[config.mk]
export PLATFORM = sky130hd
export DESIGN_NAME = conv1x1_stream_sequencer
export DESIGN_NICKNAME = d
export VERILOG_FILES = /design/src/rtl/conv1x1_stream_sequencer.sv
export SDC_FILE = /design/constraint.sdc
export NUM_CORES = 1
export LEC_CHECK = 0
export ABC_AREA = 1
export BUFFER_PORTS_ARGS = -buffer_cell sky130_fd_sc_hd__buf_2
export CAP_MARGIN = 20
export CORE_MARGIN = 4
export CORE_UTILIZATION = 50
export CTS_BUF_LIST = sky130_fd_sc_hd__clkbuf_16
export CTS_CLUSTER_SIZE = 30
export DETAILED_ROUTE_END_ITERATION = 8
export GPL_TIMING_DRIVEN = 0
export PLACE_DENSITY = 0.77
export REMOVE_ABC_BUFFERS = 1
export SETUP_SLACK_MARGIN = 0.15
export SLEW_MARGIN = 20
export SYNTH_ARGS = -nofsm -noshare
export SYNTH_HDL_FRONTEND = slang
export SYNTH_SLANG_ARGS = --single-unit
[constraint.sdc]
create_clock -name clk -period 2.4 [get_ports clk]
set_input_delay 0.12 -clock clk [delete_from_list [all_inputs] [get_ports clk]]
set_output_delay 0.12 -clock clk [all_outputs]
set_load 0.05 [all_outputs]
[src/rtl/conv1x1_stream_sequencer.sv]
// conv1x1_stream_sequencer: front end of the 1x1 convolution path.
// Walks an NHWC pixel stream (ci-group fastest, then column, then row) and
// tags each kept word with its weight-buffer address and first/last-channel
// flags before handing it to the MAC through a single output register.
// Optional build macro: CONV1X1_PERF_CNT_EN adds the stall/drop counters.
module conv1x1_stream_sequencer #(
    parameter int LANES         = 8,
    parameter int WT_ADDR_WIDTH = 12,
    parameter int GRP_W         = 10,
    parameter int DIM_W         = 16
) (
    input  logic                     clk,
    input  logic                     rst_n,
    input  logic                     go,
    input  logic [GRP_W-1:0]         cfg_ci_groups,
    input  logic [DIM_W-1:0]         cfg_img_width,
    input  logic [DIM_W-1:0]         cfg_img_height,
    input  logic                     cfg_stride_2,
    input  logic [WT_ADDR_WIDTH-1:0] cfg_wt_base_addr,
    input  logic [8*LANES-1:0]       pixel_in,
    input  logic                     pixel_in_valid,
    input  logic                     pixel_in_last,
    output logic                     pixel_in_ready,
    output logic [8*LANES-1:0]       mac_pixel,
    output logic [WT_ADDR_WIDTH-1:0] mac_wt_addr,
    output logic                     mac_first_channel,
    output logic                     mac_last_channel,
    output logic                     mac_valid,
    input  logic                     mac_ready,
`ifdef CONV1X1_PERF_CNT_EN
    output logic [31:0]              perf_stall_cycles,
    output logic [31:0]              perf_dropped_words,
`endif
    output logic                     busy,
    output logic                     done,
    output logic                     err_last
);

    typedef enum logic [1:0] {S_IDLE, S_RUN, S_DRAIN, S_DONE} state_t;

    localparam logic [GRP_W-1:0] GRP_ONE = 1;
    localparam logic [DIM_W-1:0] DIM_ONE = 1;

    state_t                     state;
    logic [GRP_W-1:0]           grp_q;
    logic [DIM_W-1:0]           col_q;
    logic [DIM_W-1:0]           row_q;
    logic [GRP_W-1:0]           groups_q;
    logic [DIM_W-1:0]           width_q;
    logic [DIM_W-1:0]           height_q;
    logic                       stride_2_q;
    logic [WT_ADDR_WIDTH-1:0]   base_q;

    logic grp_max, col_max, row_max, is_final, drop_cur, xfer;
    logic [WT_ADDR_WIDTH-1:0] wt_addr_nxt;

    // Position decode for the word currently on the input.
    assign grp_max     = (grp_q == groups_q - GRP_ONE);
    assign col_max     = (col_q == width_q - DIM_ONE);
    assign row_max     = (row_q == height_q - DIM_ONE);
    assign is_final    = grp_max && col_max && row_max;
    // Odd row or odd column is decimated away in stride-2 mode.
    assign drop_cur    = stride_2_q && (row_q[0] || col_q[0]);
    // A dropped word never needs the output register, so it is never stalled.
    assign pixel_in_ready = (state == S_RUN) && (drop_cur || !mac_valid || mac_ready);
    assign xfer        = pixel_in_valid && pixel_in_ready;
    assign wt_addr_nxt = base_q + WT_ADDR_WIDTH'(grp_q);

    // Sequencer FSM, position counters and the registered MAC-side outputs.
    always_ff @(posedge clk or negedge rst_n) begin
        if (!rst_n) begin
            state             <= S_IDLE;
            grp_q             <= '0;
            col_q             <= '0;
            row_q             <= '0;
            groups_q          <= '0;
            width_q           <= '0;
            height_q          <= '0;
            stride_2_q        <= 1'b0;
            base_q            <= '0;
            mac_pixel         <= '0;
            mac_wt_addr       <= '0;
            mac_first_channel <= 1'b0;
            mac_last_channel  <= 1'b0;
            mac_valid         <= 1'b0;
            busy              <= 1'b0;
            done              <= 1'b0;
            err_last          <= 1'b0;
        end else begin
            done <= 1'b0;

            // Output register: a kept word overwrites it even if it is being
            // accepted this same cycle; otherwise acceptance empties it.
            if (xfer && !drop_cur) begin
                mac_valid         <= 1'b1;
                mac_pixel         <= pixel_in;
                mac_wt_addr       <= wt_addr_nxt;
                mac_first_channel <= (grp_q == '0);
                mac_last_channel  <= grp_max;
            end else if (mac_ready) begin
                mac_valid <= 1'b0;
            end

            case (state)
                S_IDLE: begin
                    if (go) begin
                        groups_q   <= cfg_ci_groups;
                        width_q    <= cfg_img_width;
                        height_q   <= cfg_img_height;
                        stride_2_q <= cfg_stride_2;
                        base_q     <= cfg_wt_base_addr;
                        grp_q      <= '0;
                        col_q      <= '0;
                        row_q      <= '0;
                        err_last   <= 1'b0;
                        busy       <= 1'b1;
                        state      <= S_RUN;
                    end
                end
                S_RUN: begin
                    if (xfer) begin
                        if (grp_max) begin
                            grp_q <= '0;
                            if (col_max) begin
                                col_q <= '0;
                                row_q <= row_q + DIM_ONE;
                            end else begin
                                col_q <= col_q + DIM_ONE;
                            end
                        end else begin
                            grp_q <= grp_q + GRP_ONE;
                        end
                        // last must coincide with the counted end of image
                        if (pixel_in_last != is_final)
                            err_last <= 1'b1;
                        if (pixel_in_last || is_final)
                            state <= S_DRAIN;
                    end
                end
                S_DRAIN: begin
                    if (!mac_valid || mac_ready) begin
                        state <= S_DONE;
                        done  <= 1'b1;
                    end
                end
                default: begin
                    state <= S_IDLE;
                    busy  <= 1'b0;
                end
            endcase
        end
    end

`ifdef CONV1X1_PERF_CNT_EN
    // Saturating stall and decimation counters, cleared at each start.
    always_ff @(posedge clk or negedge rst_n) begin
        if (!rst_n) begin
            perf_stall_cycles  <= '0;
            perf_dropped_words <= '0;
        end else if (state == S_IDLE) begin
            if (go) begin
                perf_stall_cycles  <= '0;
                perf_dropped_words <= '0;
            end
        end else begin
            if ((state == S_RUN || state == S_DRAIN) && mac_valid && !mac_ready &&
                perf_stall_cycles != '1)
                perf_stall_cycles <= perf_stall_cycles + 32'd1;
            if (xfer && drop_cur && perf_dropped_words != '1)
                perf_dropped_words <= perf_dropped_words + 32'd1;
        end
    end
`endif

endmodule

## Word level (Yosys, flattened, before mapping)

Index checks and enable logic that the tools add are counted.

- Output and inout bits: 83
- Register bits after elaboration: 181
- Logic and storage cells: 91
- Input bits: 125

- Eq/ne operators: 13
- Reductions and logical operators: 25
- Bitwise gates (word level): 1
- Multiplexer cells: 28
- $add $sub $neg: 7

Operators by type and width:

| cell | number |
|---|---|
| $mux 16 | 7 |
| $pmux 16 s2 | 2 |
| $add 16x1->16 const B | 2 |
| $eq 16x16->1 | 2 |
| $sub 16x1->16 const B | 2 |
| $mux 10 | 3 |
| $pmux 10 s2 | 1 |
| $add 12x10->12 | 1 |
| $reduce_and 4->1 | 3 |
| $add 10x1->10 const B | 1 |
| $eq 10x10->1 | 1 |
| $logic_not 10->1 | 1 |
| $ne 2x2->1 const B | 5 |
| $sub 10x1->10 const B | 1 |
| $mux 1 | 8 |
| $mux 2 | 4 |
| $logic_and 1x1->1 | 6 |
| $pmux 2 s3 | 1 |
| $logic_or 1x1->1 | 5 |
| $reduce_and 5->1 | 1 |
| $ne 2x1->1 const B | 2 |
| $pmux 1 s2 | 2 |
| $reduce_and 2->1 | 2 |
| $reduce_bool 2->1 | 2 |
| 8 further kinds | 9 |

## Logic depth before layout (Yosys ltp)

Gate-level depths: netlist (run 1).

- Depth after elaboration: 8
- Mapped depth: 17

## Worst setup path after synthesis (run 1)

Ideal clock, no wire load.

- Path type: register to register
- Start: reg state[1]
- End: reg mac_pixel[35]
- Arrival: 2.720 ns
- Stages on the path, launching flop included: 11
- Setup slack: -0.438 ns
- Path through: dfrtp_1 inv_1 ha_1 buf_4 clkinv_1 a21oi_1 nand3_2 clkbuf_1 clkbuf_1 nand2_1 nand2_1

- Cells in the longest elaborated chain, start to end: 4

Ends and longest elaborated chain:

| element | RTL line | RTL |
|---|---|---|
| start: declaration | 44 | `state_t state;` |
| start signal: assignment | 72 | `state <= S_IDLE;` |
| start signal: assignment | 117 | `state <= S_RUN;` |
| start signal: assignment | 137 | `state <= S_DRAIN;` |
| $eq 2x1->1 | 65 | `assign pixel_in_ready = (state == S_RUN) && (drop_cur \|\| !mac_valid \|\| mac_ready);` |
| $logic_and 1x1->1 | 65 |  |
| named net pixel_in_ready | 23 | `output logic pixel_in_ready,` |
| $logic_and 1x1->1 | 66 | `assign xfer = pixel_in_valid && pixel_in_ready;` |
| $logic_and 1x1->1 | 94 | `if (xfer && !drop_cur) begin` |
| end signal: assignment | 96 | `mac_pixel <= pixel_in;` |
| end: declaration | 24 | `output logic [8*LANES-1:0] mac_pixel,` |

The timed path passes the listed nets, and every way through them passes these cells.
A chain may end at the register's enable or synchronous reset.

## Worst setup path after layout (run 1)

- Start: reg height_q[2]
- End: reg state[0]

- Cells in the longest elaborated chain, start to end: 6

Ends and longest elaborated chain:

| element | RTL line | RTL |
|---|---|---|
| start: declaration | 50 | `logic [DIM_W-1:0] height_q;` |
| start signal: assignment | 109 | `height_q <= cfg_img_height;` |
| $sub 16x1->16 | 60 | `assign row_max = (row_q == height_q - DIM_ONE);` |
| $eq 16x16->1 | 60 |  |
| $logic_and 1x1->1 | 61 | `assign is_final = grp_max && col_max && row_max;` |
| $logic_or 1x1->1 | 136 | `if (pixel_in_last \|\| is_final)` |
| $ne 2x1->1 (no source line) | -- |  |
| $reduce_and 4->1 (no source line) | -- |  |
| end signal: assignment | 72 |  |
| end signal: assignment | 137 |  |
| end signal: assignment | 142 | `state <= S_DONE;` |

No other way between the ends.

==> results of run 1 <==
[layout by cell type, fill, tap and decap left out, types with 4 or more instances in the layout]
| cell type | count |
|---|---|
| o21ai_1 | 17 |
| nand3_2 | 8 |
| clkinv_8 | 5 |
| dlygate4sd3_1 | 120 |
| nand3b_1 | 6 |
| nor3_1 | 10 |
| buf_4 | 38 |
| a21oi_1 | 37 |
| nand4_1 | 15 |
| inv_2 | 10 |
| ha_1 | 16 |
| xnor2_1 | 26 |
| nor2_2 | 20 |
| nand2_2 | 29 |
| clkbuf_16 | 17 |
| diode_2 | 5 |
| nor2_1 | 103 |
| buf_6 | 5 |
| inv_6 | 5 |
| buf_2 | 206 |
| nand2_4 | 6 |
| mux2_2 | 33 |
| nand3_1 | 89 |
| nor2_4 | 10 |
| nor3_2 | 4 |
| nor4_1 | 4 |
| inv_1 | 84 |
| nand2_1 | 399 |
| xor2_1 | 43 |
| dfrtp_1 | 178 |
| ha_4 | 5 |
| o21ai_0 | 27 |
[worst max-delay path, cell delays in order (launching register included)]
cell and delay, ns:
dfrtp_1 0.40, buf_4 0.16, nor2_4 0.12, nand2_4 0.09, nor2_2 0.13, nor2_1 0.07, o21ai_0 0.21, nand3b_1 0.11
nor2_2 0.13, nand3_1 0.10, nor2_2 0.18, nand3_2 0.12, ha_4 0.18, a221oi_4 0.31, nand2_1 0.08, o21ai_1 0.10
[power by group through the flow]
| stage | combinational (uW) | clock [uW] | sequential [uW] |
|---|---|---|---|
| after global placement | 7400 | 0 | 5120 |
| after floorplan | 3600 | 0 | 7110 |
| after global routing | 9900 | 3000 | 5360 |
| after CTS | 8610 | 2880 | 5160 |
| after detailed placement | 7580 | 0 | 5130 |
| final | 9120 | 2840 | 5220 |
[per-stage QoR]
step,setup TNS [ns],area (sq um),util,cells
2_1_floorplan,-227.69,9780,-,1224
6_report,-0.319,14000,0.712,1905
5_1_grt,-0.760,14000,0.712,1904
3_3_place_gp,-718.65,11200,0.569,1696
3_5_place_dp,-212.04,11300,0.576,1700
4_1_cts,-0.136,13600,0.695,1884
[path summary, 6_finish.rpt]
path | start | end | slack [ns] | cells after the start
worst min register to register | mac_pixel[5] | mac_pixel[5] | 0.48 | 2
worst max register to register | height_q[2] | state[0] | -0.17 | 15
max in group asynchronous | rst_n | mac_pixel[14] | 1.56 | 3
min in group asynchronous | rst_n | width_q[2] | 0.14 | 2
worst max-delay path | height_q[2] | state[0] | -0.17 | 15
worst min-delay path | mac_ready | done | -0.008 | 3
[routing by layer]
metal,wire length [microns],global-route usage,share of wire,up-vias
met2,15100,0.473,0.50,385
met5,0,0,0,-
met1,11900,0.321,0.39,4720
met3,2340,0.0763,0.077,89
met4,1080,0.122,0.035,0
li1,-,-,-,4771
[synth_stat cells, drive strengths merged, types with 2 or more instances]
master	number	area, sq um
inv	97	364
nand4	15	93.8
clkbuf	21	81.3
nand3b	6	45.0
nor3b	2	15.0
buf	24	133
a21oi	41	228
ha	22	275
xnor2	27	236
nand3	99	505
mux2	33	372
nand2	435	1660
xor2	46	403
a31oi	2	12.5
o21ai	47	239
dfrtp	181	4530
nor3	17	90.1
nor4	4	25.0
and2	2	12.5
nor2	133	552
o31ai	3	22.5
a21o	2	15.0
[registers in the layout (all words and copies together) (netlist names)]
name / flops
mac_pixel: 64
col_q: 16
height_q: 16
row_q: 16
width_q: 16
base_q: 12
mac_wt_addr: 12
groups_q: 10
grp_q: 10
state: 2
busy: 1
done: 1
err_last: 1
mac_first_channel: 1
mac_last_channel: 1
mac_valid: 1
stride_2_q: 1
[area by class of cell]
cell class              count  share of cell area
repair buffers            376               0.196
clock buffers              17              0.0305
multi-input cells         948               0.384
clock inverters            15              0.0126
inverters                  98              0.0277
diodes                      5            0.000896
well taps                 265              0.0238
flip-flops and latches    181               0.325
[what timing repair did]
item                                   CTS  global route
pin swaps                               24            31
cloned                                   2             1
hold buffers                           120             0
endpoints found under the hold margin  300             0
setup endpoints to repair              125           121
buffers inserted                        30            15
gates resized for setup                 69            56
[kinds of logic after synthesis]
family / after synthesis / synth area share
flops: 181 / 0.453
compound gates: 102 / 0.0572
buf+inv: 143 / 0.0582
simple gates: 714 / 0.301
fa+ha+maj: 23 / 0.0295
mux: 33 / 0.0372
xor+xnor: 73 / 0.0640
==> impl_metrics.tcl, run 1 <==
set metrics [dict create \
    startpoint_type "flip-flop" \
    io_buffers 207 \
    postSynth.asyncResetShare 1.00 \
    status "finished with violations" \
    antenna_found_initial 4 \
    regArea_sq_um 4530 \
    netlist_area_sq_um 10000 \
    ys_seq_area_frac 0.453 \
    routabilityCongestion 0.882 \
    start_util 0.510 \
    power_frac_comb 0.531 \
    dieArea_sq_um 22300 \
    grt_overflow 0 \
    clock_latency_ns 0.44 \
    areaGrowthSynthToFinish_pct 39.6 \
    clockPowerShare 0.165 \
    finalHoldViolCount 1 \
    clock_skew_ns 0.0160 \
    endpoint_kind "flip-flop" \
    route.detailed.drc 0 \
    grt_pass1_vias 10230 \
    cts_buffers 17 \
    yosysWarnings 0 \
    pin_count 208 \
    vias 9965 \
    powerDensity_nw_per_um2 1230 \
    core_area_sq_um 19600 \
    p_seq_frac 0.304 \
    drv_cap 0 \
    p_int_uw 8620 \
    die_h_microns 149 \
    drtIter0Drc 579 \
    row_count 51 \
    synth_cell_types 46 \
    vdd_ir_drop_max_v 0.00113 \
    cts_buffer_depth 2 \
    total_power_uw 17200 \
    drive_gt1_frac 0.271 \
    wl_per_cell_microns 16.0 \
    critPathKind "flip-flop to flip-flop" \
    antenna_left 0 \
    leakage_uw 0.00692 \
    grt_max_degree 82 \
    clk_transition_reported_paths_ns 0.08 \
    crit_required_ns 2.75 \
    die_w_microns 149 \
    totalWireLength_microns 30500 \
    root_buffer "clkbuf_16" \
    first_pass_iters 5 \
    ys_ff_latch 181 \
    final.period_utilization 1.07 \
    synth_edf_count 0 \
    grt_pass1_wl_microns 49200 \
    avgViaCountPerCell 5.23 \
    dp_hpwl_microns 18300 \
    fill_cells 1413 \
    switchingPower_uw 8560 \
    cts_tree "built" \
    worst_slack_ns -0.167 \
    holdWs_ns -0.00819 \
    tightest_slew_ns 0.495 \
    period_needed_ns 2.57 \
    worstPathArrival_ns 2.92 \
    swShare 0.498 \
    htree_levels 4 \
    violations "hold timing, setup timing" \
    dp_slack_ns -2.07 \
    grt.total_usage 0.275 \
    rsz0062_at_grt "yes" \
    syn_inst 1269 \
    setup_viol 2 \
    slew_headroom 0.667 \
    crit_fanout 4 \
    multi_input_area_sq_um 5360 \
    maxSlewViolCount 0 \
    hold_path.class "input port to flip-flop" \
    syn_avg_cell_area_sq_um 7.88 \
    fmax_mhz 390 \
    finalNetCount 1770 \
    cts_sinks 181 \
    synthFlopType "dfrtp_1" \
]
Power figures use the tool's default switching activity.
==> run 2, diff against run 1 <==
==> config.mk (replaced) <==
export PLATFORM = sky130hd
export DESIGN_NAME = conv1x1_stream_sequencer
export DESIGN_NICKNAME = d
export VERILOG_FILES = /design/src/rtl/conv1x1_stream_sequencer.sv
export SDC_FILE = /design/constraint.sdc
export NUM_CORES = 1
export LEC_CHECK = 0
export ABC_AREA = 1
export CAP_MARGIN = 20
export CORE_MARGIN = 4
export CORE_UTILIZATION = 55
export CTS_BUF_LIST = sky130_fd_sc_hd__clkbuf_16
export CTS_CLUSTER_SIZE = 30
export DETAILED_ROUTE_END_ITERATION = 8
export DONT_BUFFER_PORTS = 1
export GPL_TIMING_DRIVEN = 0
export PLACE_DENSITY = 0.73
export REMOVE_ABC_BUFFERS = 1
export SETUP_SLACK_MARGIN = 0.15
export SLEW_MARGIN = 0
export SYNTH_ARGS = -nofsm -noshare
export SYNTH_HDL_FRONTEND = slang
export SYNTH_SLANG_ARGS = --single-unit
==> run 2 against run 1 <==
  * The run still ends with hold timing, setup timing left
  * Wire length shrank 7.5%
  * Critical path depth unchanged
  * Maximum frequency down 1.7%
  * Flip-flop and latch count did not move
  * Sequential power up 44%
  * Combinational power decreased by 34%
  * Worst setup slack got worse by 0.044 ns
  * Critical endpoint unchanged
  * Highest routed layer unchanged
==> impl_metrics.tcl, run 2 (synthesis results as in run 1) <==
set metrics [dict create \
    status "finished with violations" \
    violations "hold timing, setup timing" \
    critPathKind "flip-flop to flip-flop" \
    grt_overflow 0 \
    die_h_microns 143 \
    worst_slack_ns -0.210 \
    dieArea_sq_um 20400 \
    start_util 0.558 \
    core_area_sq_um 17900 \
    cts_buffer_depth 2 \
    grt_pass1_wl_microns 44600 \
    antenna_found_initial 1 \
    grt.total_usage 0.272 \
    wl_per_cell_microns 17.0 \
    finalHoldViolCount 181 \
    top_register "mac_pixel" \
    vdd_ir_drop_max_v 0.00103 \
    post-route-util 0.712 \
    slew_headroom 0.384 \
    finalNetCount 1566 \
    clock_skew_ns 0.0202 \
    pin_count 208 \
    worstPathArrival_ns 2.94 \
    drive_gt1_frac 0.152 \
    final.period_utilization 1.09 \
    route.detailed.drc 0 \
    clk_transition_reported_paths_ns 0.08 \
    period_needed_ns 2.61 \
    htree_levels 4 \
    drtIter0Drc 613 \
    root_buffer "clkbuf_16" \
    largest_reg_flops 64 \
    clock_latency_ns 0.44 \
    totalWireLength_microns 28200 \
    powerDensity_nw_per_um2 1280 \
    place_area_sq_um 10100 \
    holdWs_ns -0.607 \
    dp_hpwl_microns 16500 \
    ctsHoldBuffers 121 \
    fill_cells 1290 \
    avgViaCountPerCell 5.46 \
    startpoint_type "flip-flop" \
    first_pass_iters 8 \
    cts_sinks 181 \
    cts_tree "built" \
    final_common_cell "nand2_1" \
    crit_fanout 4 \
    endpoint_kind "flip-flop" \
    grt_pass1_vias 9074 \
    vias 9067 \
    areaGrowthSynthToFinish_pct 27.4 \
    crit_required_ns 2.73 \
    hold_path.class "input port to async pin" \
    drv_cap 0 \
    layout_common_cells "nand2_1, dfrtp_1, dlygate4sd3_1" \
    leakage_uw 0.00604 \
    row_count 49 \
    tightest_slew_ns 0.924 \
    routabilityCongestion 0.875 \
    cts_buffers 17 \
    antenna_left 0 \
    fmax_mhz 383 \
    setup_viol 2 \
    design_area_sq_um 12700 \
    rsz0062_at_grt "yes" \
    die_w_microns 143 \
    maxSlewViolCount 0 \
    grt_max_degree 182 \
    io_buffers 0 \
]
run 2: changes by cell type in the layout (fill, tap and decap cells not counted), sizes merged:
| cell | before | now |
|---|---|---|
| dlygate4sd3 | 120 | 121 |
| clkinv | 8 | 2 |
| buf | 256 | 50 |
| diode | 5 | 2 |
| nand2 | 436 | 437 |
| bufinv | 0 | 1 |
| clkinvlp | 1 | 5 |
run 2: repair_timing:
action	CTS	global route
gates cloned	2	3
pin swaps	25	31
setup buffers	27	20
resized for setup	61	51
hold endpoints to repair	303	181
setup endpoints to repair	125	114
run 2: worst paths after layout:
path                                start  depth (start not counted)                 to  slack [ns]
setup / recovery              height_q[4]                         15           state[0]       -0.21
hold / removal                      rst_n                          0        groups_q[8]       -0.61
setup reg to reg              height_q[4]                         15           state[0]       -0.21
hold reg to reg                 base_q[8]                          1          base_q[8]        0.52
max in group asynchronous           rst_n                          0          row_q[14]        2.58
min in group clk           pixel_in_valid                          3  mac_first_channel        0.03
run 2: metal layers:
layer,track usage,up-vias,wire (microns),part of all wire
met3,0.0723,58,2100,0.074
met1,0.330,4313,11100,0.39
met4,0.0965,0,636,0.023
met5,0,-,0,0
met2,0.468,337,14300,0.51
li1,-,4359,-,-
run 2: worst max-delay path: stages (launching register included):
cell and delay (ns):
dfrtp_1 0.42, nor2_2 0.15, nand2_1 0.11, nor2_4 0.16, nand2_4 0.08, nor2_4 0.12
nand2_2 0.09, xor2_1 0.15, nor2_1 0.12, nand3_1 0.11, nor2_2 0.12, nand3_1 0.09
ha_2 0.20, a221oi_4 0.36, nand2_1 0.10, o21ai_0 0.11
run 2: area by class of cell:
type	instances	area (sq um)	share of cell area
sequential	181	4530	0.356
clock inverter	14	159	0.0125
inverter	98	395	0.0310
tap	229	287	0.0225
clock buffer	17	425	0.0334
antenna	2	5.00	0.000393
timing repair buffer	171	1630	0.128
multi-input combinational	949	5300	0.416
run 2: per-stage QoR:
step | std cells | setup TNS, ns | total power (uW) | worst slack (ns) | hold WS (ns)
detailed placement | 1455 | -233.19 | 11900 | -2.45 | -0.166
CTS | 1636 | -0.148 | 15700 | -0.0776 | -0.627
global placement | 1453 | -474.81 | 11800 | -4.87 | -0.167
floorplan | 1224 | -227.69 | 10700 | -2.75 | -0.176
finish | 1661 | -0.408 | 16400 | -0.210 | -0.607
global route | 1661 | -1.39 | 17300 | -0.376 | -0.621
run 2: where the power goes:
part / switching [uW] / internal, uW / total, uW
logic: 3500 / 2530 / 6020
registers: 3360 / 4160 / 7520
clock network: 1340 / 1480 / 2820
